File: src/rtl/vic_pkg.sv
// ---------------------------------------------------------------------------
// vic_pkg
//
// Shared types and constants for the VIC-II / 6510 bus arbiter.
//   arb_state_e            : phase-2 ownership state (CPU, WAIT, VIC)
//   PH1 / PH2              : encoding of the half-cycle phase register
//   P_STEAL_DELAY_DEFAULT  : default number of phase-2 cycles between BA and BM
//   ARB_CNT_W              : width of the steal-delay counter
// ---------------------------------------------------------------------------
package vic_pkg;

    typedef enum logic [1:0] {
        ARB_CPU  = 2'd0,
        ARB_WAIT = 2'd1,
        ARB_VIC  = 2'd2
    } arb_state_e;

    localparam logic PH1 = 1'b0;
    localparam logic PH2 = 1'b1;

    localparam int unsigned P_STEAL_DELAY_DEFAULT = 3;

    // Steal delay must fit in this width.
    localparam int unsigned ARB_CNT_W = 8;

endpackage

File: src/rtl/vic_bus_arb.sv
// ---------------------------------------------------------------------------
// vic_bus_arb
//
// Phase-interleaved arbiter for the shared memory bus between the VIC-II and
// the 6510 CPU. Phase 1 always belongs to the VIC-II; phase 2 belongs to the
// CPU unless the VIC-II steals it through BA/BM. Muxes the memory address,
// gates CPU writes, produces CPU RDY and latches read data per bus master.
//
// Optional feature macro: VIC_BUS_ARB_STATS_EN
//   When defined, adds i_stats_clr and o_stolen_cnt (count of phase-2 cycles
//   owned by the VIC-II, wraps at 16 bits, clear has priority).
//
// Ports:
//   clk, rst            system clock, synchronous active-high reset
//   clk_1mhz_ph1_en     strobe closing phase 1
//   clk_1mhz_ph2_en     strobe closing phase 2
//   i_ba, i_bm          VIC bus-available / bus-master (active low)
//   i_vic_addr_ph1/ph2  VIC addresses for phase 1 / phase 2
//   i_cpu_addr/we/data  CPU bus request
//   o_cpu_rdy           CPU ready (registered, high only in state CPU)
//   o_cpu_data          latched CPU read data
//   o_vic_data_ph1/ph2  latched VIC read data for each phase
//   o_mem_addr/we/data  memory request
//   i_mem_data          memory read data {colour nibble, byte}, 1-clk latency
//   o_conflict          one-clk protocol-error pulse
// ---------------------------------------------------------------------------
module vic_bus_arb
    import vic_pkg::*;
#(
    parameter int unsigned P_STEAL_DELAY = P_STEAL_DELAY_DEFAULT
) (
    input  logic        clk,
    input  logic        rst,
    input  logic        clk_1mhz_ph1_en,
    input  logic        clk_1mhz_ph2_en,
    input  logic        i_ba,
    input  logic        i_bm,
    input  logic [15:0] i_vic_addr_ph1,
    input  logic [15:0] i_vic_addr_ph2,
    input  logic [15:0] i_cpu_addr,
    input  logic        i_cpu_we,
    input  logic [7:0]  i_cpu_data,
    output logic        o_cpu_rdy,
    output logic [7:0]  o_cpu_data,
    output logic [11:0] o_vic_data_ph1,
    output logic [11:0] o_vic_data_ph2,
    output logic [15:0] o_mem_addr,
    output logic        o_mem_we,
    output logic [7:0]  o_mem_data,
    input  logic [11:0] i_mem_data,
`ifdef VIC_BUS_ARB_STATS_EN
    input  logic        i_stats_clr,
    output logic [15:0] o_stolen_cnt,
`endif
    output logic        o_conflict
);

    localparam logic [ARB_CNT_W-1:0] StealMax = ARB_CNT_W'(P_STEAL_DELAY);

    // -----------------------------------------------------------------------
    // Strobe decode. Coincident strobes are treated as phase-1 only, so the
    // phase-2 strobe is masked and the clash is flagged as a conflict.
    // -----------------------------------------------------------------------
    logic ph1_strb;
    logic ph2_strb;
    logic strb_clash;

    assign ph1_strb   = clk_1mhz_ph1_en;
    assign ph2_strb   = clk_1mhz_ph2_en & ~clk_1mhz_ph1_en;
    assign strb_clash = clk_1mhz_ph1_en & clk_1mhz_ph2_en;

    // -----------------------------------------------------------------------
    // State
    // -----------------------------------------------------------------------
    arb_state_e           state_q, state_d;
    logic                 phase_q, phase_d;
    logic [ARB_CNT_W-1:0] cnt_q, cnt_d;
    logic                 cpu_rdy_q;
    logic                 conflict_q, conflict_d;
    logic [7:0]           cpu_data_q;
    logic [11:0]          vic_data_ph1_q;
    logic [11:0]          vic_data_ph2_q;

    // Saturating increment of the steal-delay counter.
    logic [ARB_CNT_W-1:0] cnt_inc;
    assign cnt_inc = (cnt_q >= StealMax) ? cnt_q : cnt_q + 1'b1;

    // -----------------------------------------------------------------------
    // Phase register
    // -----------------------------------------------------------------------
    always_comb begin
        phase_d = phase_q;
        if (ph1_strb) begin
            phase_d = PH2;
        end else if (ph2_strb) begin
            phase_d = PH1;
        end
    end

    // -----------------------------------------------------------------------
    // Ownership state machine, evaluated only on the phase-2 strobe.
    // -----------------------------------------------------------------------
    always_comb begin
        state_d    = state_q;
        cnt_d      = cnt_q;
        conflict_d = strb_clash;

        if (ph2_strb) begin
            if (!i_bm) begin
                // VIC always wins phase 2, legal or not.
                state_d = ARB_VIC;
                case (state_q)
                    ARB_CPU: begin
                        conflict_d = 1'b1;
                    end
                    ARB_WAIT: begin
                        // cnt_inc includes the WAIT cycle this strobe closes, so
                        // the steal is legal once StealMax WAIT cycles elapsed.
                        if (i_ba || (cnt_inc < StealMax)) begin
                            conflict_d = 1'b1;
                        end
                    end
                    default: begin
                    end
                endcase
            end else if (!i_ba) begin
                state_d = ARB_WAIT;
                cnt_d   = (state_q == ARB_CPU) ? '0 : cnt_inc;
            end else begin
                state_d = ARB_CPU;
            end
        end
    end

    // -----------------------------------------------------------------------
    // Registers
    // -----------------------------------------------------------------------
    always_ff @(posedge clk) begin
        if (rst) begin
            state_q        <= ARB_CPU;
            phase_q        <= PH1;
            cnt_q          <= '0;
            cpu_rdy_q      <= 1'b1;
            conflict_q     <= 1'b0;
            cpu_data_q     <= '0;
            vic_data_ph1_q <= '0;
            vic_data_ph2_q <= '0;
        end else begin
            state_q    <= state_d;
            phase_q    <= phase_d;
            cnt_q      <= cnt_d;
            cpu_rdy_q  <= (state_d == ARB_CPU);
            conflict_q <= conflict_d;

            if (ph1_strb) begin
                vic_data_ph1_q <= i_mem_data;
            end

            if (ph2_strb) begin
                if (state_q == ARB_VIC) begin
                    vic_data_ph2_q <= i_mem_data;
                end else if (!i_cpu_we) begin
                    // Reads in WAIT are latched too; the CPU repeats them anyway.
                    cpu_data_q <= i_mem_data[7:0];
                end
            end
        end
    end

    // -----------------------------------------------------------------------
    // Address mux and write gating
    // -----------------------------------------------------------------------
    always_comb begin
        if (phase_q == PH1) begin
            o_mem_addr = i_vic_addr_ph1;
        end else if (state_q == ARB_VIC) begin
            o_mem_addr = i_vic_addr_ph2;
        end else begin
            o_mem_addr = i_cpu_addr;
        end
    end

    // Reset drops an in-flight write on the same clk.
    assign o_mem_we = ph2_strb & (phase_q == PH2) & (state_q != ARB_VIC) & i_cpu_we & ~rst;

    assign o_mem_data     = i_cpu_data;
    assign o_cpu_rdy      = cpu_rdy_q;
    assign o_conflict     = conflict_q;
    assign o_cpu_data     = cpu_data_q;
    assign o_vic_data_ph1 = vic_data_ph1_q;
    assign o_vic_data_ph2 = vic_data_ph2_q;

    // -----------------------------------------------------------------------
    // Optional steal statistics
    // -----------------------------------------------------------------------
`ifdef VIC_BUS_ARB_STATS_EN
    logic [15:0] stolen_cnt_q;

    always_ff @(posedge clk) begin
        if (rst || i_stats_clr) begin
            stolen_cnt_q <= '0;
        end else if (ph2_strb && (state_q == ARB_VIC)) begin
            stolen_cnt_q <= stolen_cnt_q + 16'd1;
        end
    end

    assign o_stolen_cnt = stolen_cnt_q;
`endif

endmodule

File: config.mk
export PLATFORM = sky130hd
export DESIGN_NAME = vic_bus_arb
export DESIGN_NICKNAME = d
export VERILOG_FILES = /design/src/rtl/vic_pkg.sv /design/src/rtl/vic_bus_arb.sv
export SDC_FILE = /design/constraint.sdc
export NUM_CORES = 1
export LEC_CHECK = 0
export CAP_MARGIN = 15
export CORE_ASPECT_RATIO = 0.8
export CORE_UTILIZATION = 24
export CTS_BUF_LIST = sky130_fd_sc_hd__clkbuf_4
export CTS_CLUSTER_DIAMETER = 120
export CTS_CLUSTER_SIZE = 25
export DETAILED_ROUTE_END_ITERATION = 8
export HOLD_SLACK_MARGIN = 0.05
export SYNTH_ARGS = -nofsm -noshare
export SYNTH_HDL_FRONTEND = slang
export SYNTH_SLANG_ARGS = --single-unit
File: constraint.sdc
create_clock -name clk -period 1.55 [get_ports clk]
set_input_delay 0.31 -clock clk [delete_from_list [all_inputs] [get_ports clk]]
set_output_delay 0.31 -clock clk [all_outputs]
set_load 0.03 [all_outputs]
Word-level counts from Yosys, hierarchy flattened
Index checks and enable logic that the tools add are counted.
{"block": "totals", "ff_bits": 45, "in_bits": 75, "out_inout_bits": 59, "elab_cells": 45}
{"block": "op_classes", "addsub": 1, "n_lt_le_gt_ge": 2, "eq_ne": 3, "n_mux": 13, "bitwise_logic": 11, "reduce_logical": 7}
{"op": "16-bit two-way mux", "count": 2}
{"op": "8-bit two-way mux", "count": 2}
{"op": "8-bit by 1-bit adder with 8-bit output, second input constant", "count": 1}
{"op": "8-bit by 2-bit >= comparator with 1-bit output, second input constant", "count": 1}
{"op": "8-bit by 2-bit less-than comparator with 1-bit output, second input constant", "count": 1}
{"op": "1-bit bitwise AND", "count": 6}
{"op": "1-bit two-way mux", "count": 6}
{"op": "3-bit AND reduction", "count": 2}
{"op": "1-bit inverter", "count": 5}
{"op": "2-bit logical NOT", "count": 2}
{"op": "2-bit two-way mux", "count": 2}
{"op": "2-bit by 1-bit equality test with 1-bit output, second input constant", "count": 1}
{"op": "2-bit equality test, second input constant", "count": 1}
{"op": "2-bit inequality test, second input constant", "count": 1}
{"op": "1-bit one-hot mux with 2 select lines", "count": 1}
{"op": "2-bit AND reduction", "count": 1}
{"op": "2-bit nonzero test", "count": 1}
{"op": "1-bit logical OR", "count": 1}

Longest topological paths before layout
{"block": "depth", "word_depth": 8, "mapped_depth": 6, "depth_no_buf": 5}

Worst setup path after synthesis
Ideal clock, no wire load.
{"block": "synth_path", "path_type": "reg-to-output", "startpoint": "register state_q[1]", "endpoint": "output o_mem_we", "arrival_ns": 1.749, "required_time_ns": 1.240, "slack_ns": -0.509, "stages_incl_launch_ff": 5, "path_buffers": 2, "cell_sequence": "dfxtp_1 nor2b_2 buf_6 buf_6 nor4_1"}
{"block": "synth_via", "elab_chain_len": 4}
{"element": "start: declaration", "line": "vic_bus_arb.sv:75", "text": "arb_state_e state_q, state_d;"}
{"element": "start signal: assignment", "line": "vic_bus_arb.sv:149", "text": "state_q <= state_d;"}
{"element": "2-bit inequality test", "line": "vic_bus_arb.sv:184", "text": "assign o_mem_we = ph2_strb & (phase_q == PH2) & (state_q != ARB_VIC) & i_cpu_we & ~rst;"}
{"element": "1-bit bitwise AND (3 in series)", "line": "vic_bus_arb.sv:184"}
{"element": "end: declaration", "line": "vic_bus_arb.sv:48", "text": "output logic o_mem_we,"}
No other way between the ends.

Worst setup path after layout
{"block": "layout_path", "startpoint": "register state_q[1]", "endpoint": "output o_mem_addr[6]"}
{"block": "layout_via", "elab_chain_len": 3}
{"element": "2-bit equality test", "line": "vic_bus_arb.sv:176", "text": "end else if (state_q == ARB_VIC) begin"}
{"element": "16-bit two-way mux", "line": "vic_bus_arb.sv:176"}
{"element": "16-bit two-way mux", "line": "vic_bus_arb.sv:174", "text": "if (phase_q == PH1) begin"}
{"element": "end: declaration", "line": "vic_bus_arb.sv:47", "text": "output logic [15:0] o_mem_addr,"}
No other way between the ends.

==> insert_results.sql <==
INSERT INTO impl_metrics (metric_group, metric, value, unit) VALUES
('clock_tree', 'clkTransAtPathRegs', '0.13', 'ns'),
('detailed_routing', 'final_routed_drc_violation_total', '0', ''),
('clock_tree', 'worst_skew_pair.late_latency', '0.37', 'ns'),
('synth', 'synthesis.nets', '315', ''),
('clock_tree', 'cts_tree', 'built', ''),
('setup_path', 'crit-reg2reg-launch', 'state_q[1]', ''),
('worst_hold_path', 'whs_endpoint', 'o_vic_data_ph2[11]', ''),
('grt', 'grt_pass1_vias', '2071', ''),
('detailed_routing', 'dr.first_iter.drc_count', '54', ''),
('grt', 'antenna_found_initial', '0', ''),
('sta', 'worst_clock_skew', '0.0127', 'ns'),
('sta', 'timing.hold.ws', '0.461', 'ns'),
('sta', 'period_needed', '1.85', 'ns'),
('worst_hold_path', 'hold_path_startpoint', 'o_vic_data_ph2[11]', ''),
('detailed_routing', 'drt-wirelength-per-cell', '13.3', 'um'),
('clock_tree', 'clock_sink_count', '45', ''),
('worst_hold_path', 'min_path_cells', '2', ''),
('detailed_routing', 'route.antenna.remaining_nets', '0', ''),
('layout', 'multi_input_comb_area', '0.00116', 'mm2'),
('pwr', 'fraction_of_power_consumed_by_the_clock_network', '0.228', ''),
('detailed_routing', 'detailedRoute.firstPassIterationCount', '4', ''),
('synth', 'syn_avg_cell_area', '8.66', 'um2'),
('clock_tree', 'clock_tree.buffer_depth', '2', ''),
('sta', 'setup_viol', '17', ''),
('sta', 'setup_total_negative_slack', '-4.77', 'ns'),
('sta', 'highest_clock_rate', '542', 'MHz'),
('sta', 'slew_worst_pin', '0.361', 'ns'),
('run_status', 'violations', 'setup timing', ''),
('pwr', 'power_frac_seq', '0.475', ''),
('layout', 'final_nets', '438', ''),
('pwr', 'leakagePower', '1.58', 'nW'),
('floorplan', 'core.rowCount', '29', ''),
('placed_design', 'detailed_place_hpwl', '4.60', 'mm'),
('pwr', 'power.density', '702', 'mW/mm2'),
('floorplan', 'die_x', '106', 'um'),
('detailed_routing', 'vias', '2030', ''),
('synth', 'synthesis.instances', '239', ''),
('setup_path', 'ff2ff_path_depth', '6', ''),
('synth', 'most_instantiated_flip_flop_cell_in_the_synthesis_netlist', 'sky130_fd_sc_hd__dfxtp_1', ''),
('floorplan', 'start_util', '0.255', ''),
('grt', 'grt_first_pass_wirelength', '10.1', 'mm'),
('layout', 'share_of_layout_cells_above_drive_strength_1', '0.209', ''),
('clock_tree', 'clk_root_buffer_cell', 'sky130_fd_sc_hd__clkbuf_4', ''),
('layout', 'area_growth', '75.5', '%'),
('pwr', 'power_frac_comb', '0.297', ''),
('grt', 'global_route.usage.met3', '0.0637', ''),
('synth', 'synth-edff-count', '0', ''),
('pwr', 'post-layout-total-power', '2.55', 'mW'),
('setup_path', 'worst_setup_path_end_kind', 'output pin', ''),
('synth', 'synth.lib_cells_used.distinct', '29', ''),
('sta', 'grt_setup_unrepaired', 'true', ''),
('clock_tree', 'cts-htree-levels', '2', ''),
('grt', 'groute.layer.met1.usage', '0.178', ''),
('pwr', 'power_switching', '0.788', 'mW'),
('grt', 'grtUsageMet2', '0.217', ''),
('pwr', 'switching_share', '0.309', ''),
('placed_design', 'pre_cts_ws', '-0.310', 'ns'),
('floorplan', 'top_level_port_count', '134', ''),
('clock_tree', 'hold_buffers', '0', ''),
('layout', 'final_instance_count_excl_fillers', '471', ''),
('sta', 'timing.final.max_slew_violations', '0', ''),
('floorplan', 'core_region_area', '0.00813', 'mm2'),
('sta', 'relSlewSlack', '0.760', ''),
('worst_hold_path', 'holdCritPathClass', 'flop to flop', ''),
('setup_path', 'cp_max_fo', '11', ''),
('pwr', 'internal_power', '1.76', 'mW'),
('layout', 'register_area', '903', 'um2'),
('sta', 'fin_ws', '-0.296', 'ns'),
('grt', 'grt_start_max_net_pins', '33', ''),
('setup_path', 'reg2reg_to', 'o_cpu_data[2]', ''),
('run_status', 'status', 'finished, violations left', '');
-- logic make-up (layout without fill, tap and decap cells) --
| logic type | Yosys count | after routing | synth area share |
|---|---|---|---|
| AO/OA/AOI/OAI | 38 | 38 | 0.100 |
| XOR/XNOR | 1 | 1 | 0.00423 |
| adder cells (fa/ha/maj) | 1 | 1 | 0.00604 |
| buffers and inverters | 25 | 149 | 0.0774 |
| flip-flops | 45 | 45 | 0.435 |
| multiplexers | 36 | 36 | 0.174 |
| AND/OR/NAND/NOR | 93 | 93 | 0.203 |
-- power groups by stage --
stage | sequential [mW] | clock, mW | combinational, mW
floorplan | 1.30 | 0 | 0.328
global placement | 1.24 | 0 | 0.715
detailed placement | 1.24 | 0 | 0.720
CTS | 1.21 | 0.615 | 0.735
global route | 1.22 | 0.679 | 0.807
finish | 1.21 | 0.582 | 0.757
-- how the worst max path moves through the flow --
stage	startpoint	endpoint	slack (ns)	cells after the start
after floorplan	phase_q	o_mem_addr[10]	-0.001	4
after global placement	clk_1mhz_ph1_en	o_cpu_data[6]	-0.30	6
after detailed placement	clk_1mhz_ph1_en	o_cpu_data[4]	-0.31	6
after CTS	state_q[1]	o_mem_addr[6]	-0.33	5
after global routing	state_q[1]	o_mem_addr[8]	-0.38	5
final	state_q[1]	o_mem_addr[6]	-0.30	5
-- layer usage --
metal,up-vias,share of wire
met2,65,0.45
met3,4,0.091
li1,1038,-
met4,0,0.0043
met5,-,0
met1,923,0.46
-- synthesized netlist by cell type, drive strengths merged, types with 8 or more instances --
master / number / area share
buf: 15 / 0.059
a21oi: 32 / 0.077
nand2: 26 / 0.047
mux2i: 36 / 0.17
clkbuf: 8 / 0.015
dfxtp: 45 / 0.44
nor2: 45 / 0.082
and2: 8 / 0.024
-- final cells by class --
type	instances	area share
repair buffers	139	0.375
multi-input cells	169	0.320
flip-flops and latches	45	0.249
well taps	108	0.0372
clock buffers	5	0.0103
clock inverters	3	0.00586
inverters	2	0.00207
-- flip-flops by register name, summed over array words and instances (netlist names) --
signal,flops
o_cpu_rdy,1
o_vic_data_ph2,12
phase_q,1
state_q,2
o_cpu_data,8
o_vic_data_ph1,12
cnt_q,8
o_conflict,1
-- through the flow --
stage | area, um2 | utilization
6_report | 3630 | 0.447
5_1_grt | 3630 | 0.447
4_1_cts | 3560 | 0.438
3_5_place_dp | 3450 | 0.425
3_3_place_gp | 3450 | 0.425
2_1_floorplan | 2150 | -
-- layout by cell type, fill, tap and decap left out, types with 2 or more instances in the layout --
master,instances
sky130_fd_sc_hd__a21oi_1,18
sky130_fd_sc_hd__mux2i_1,27
sky130_fd_sc_hd__mux2i_4,5
sky130_fd_sc_hd__a21oi_2,14
sky130_fd_sc_hd__and2_1,8
sky130_fd_sc_hd__clkdlybuf4s15_1,2
sky130_fd_sc_hd__clkdlybuf4s50_1,63
sky130_fd_sc_hd__buf_12,4
sky130_fd_sc_hd__inv_1,2
sky130_fd_sc_hd__clkbuf_4,5
sky130_fd_sc_hd__dfxtp_1,43
sky130_fd_sc_hd__dfxtp_2,2
sky130_fd_sc_hd__buf_6,17
sky130_fd_sc_hd__nand2_1,26
sky130_fd_sc_hd__mux2i_2,4
sky130_fd_sc_hd__a31oi_1,2
sky130_fd_sc_hd__buf_4,18
sky130_fd_sc_hd__dlygate4sd2_1,35
sky130_fd_sc_hd__nor3_1,2
sky130_fd_sc_hd__nand3_1,2
sky130_fd_sc_hd__nor2_1,45
-- critical path, cell delays in order, from the launching register on --
cell and delay [ns]:
sky130_fd_sc_hd__dfxtp_2 0.35, sky130_fd_sc_hd__nor2b_4 0.19, sky130_fd_sc_hd__buf_12 0.17, sky130_fd_sc_hd__mux2i_2 0.24, sky130_fd_sc_hd__a21oi_2 0.08, sky130_fd_sc_hd__buf_6 0.14
-- timing repair --
action                     4_1_cts  5_1_grt
setup buffers                    1        2
pin swaps                        2        1
gates cloned                     0        0
setup endpoints to repair       51       27
resized for setup               58       15
(Power assumes the default switching activity.)
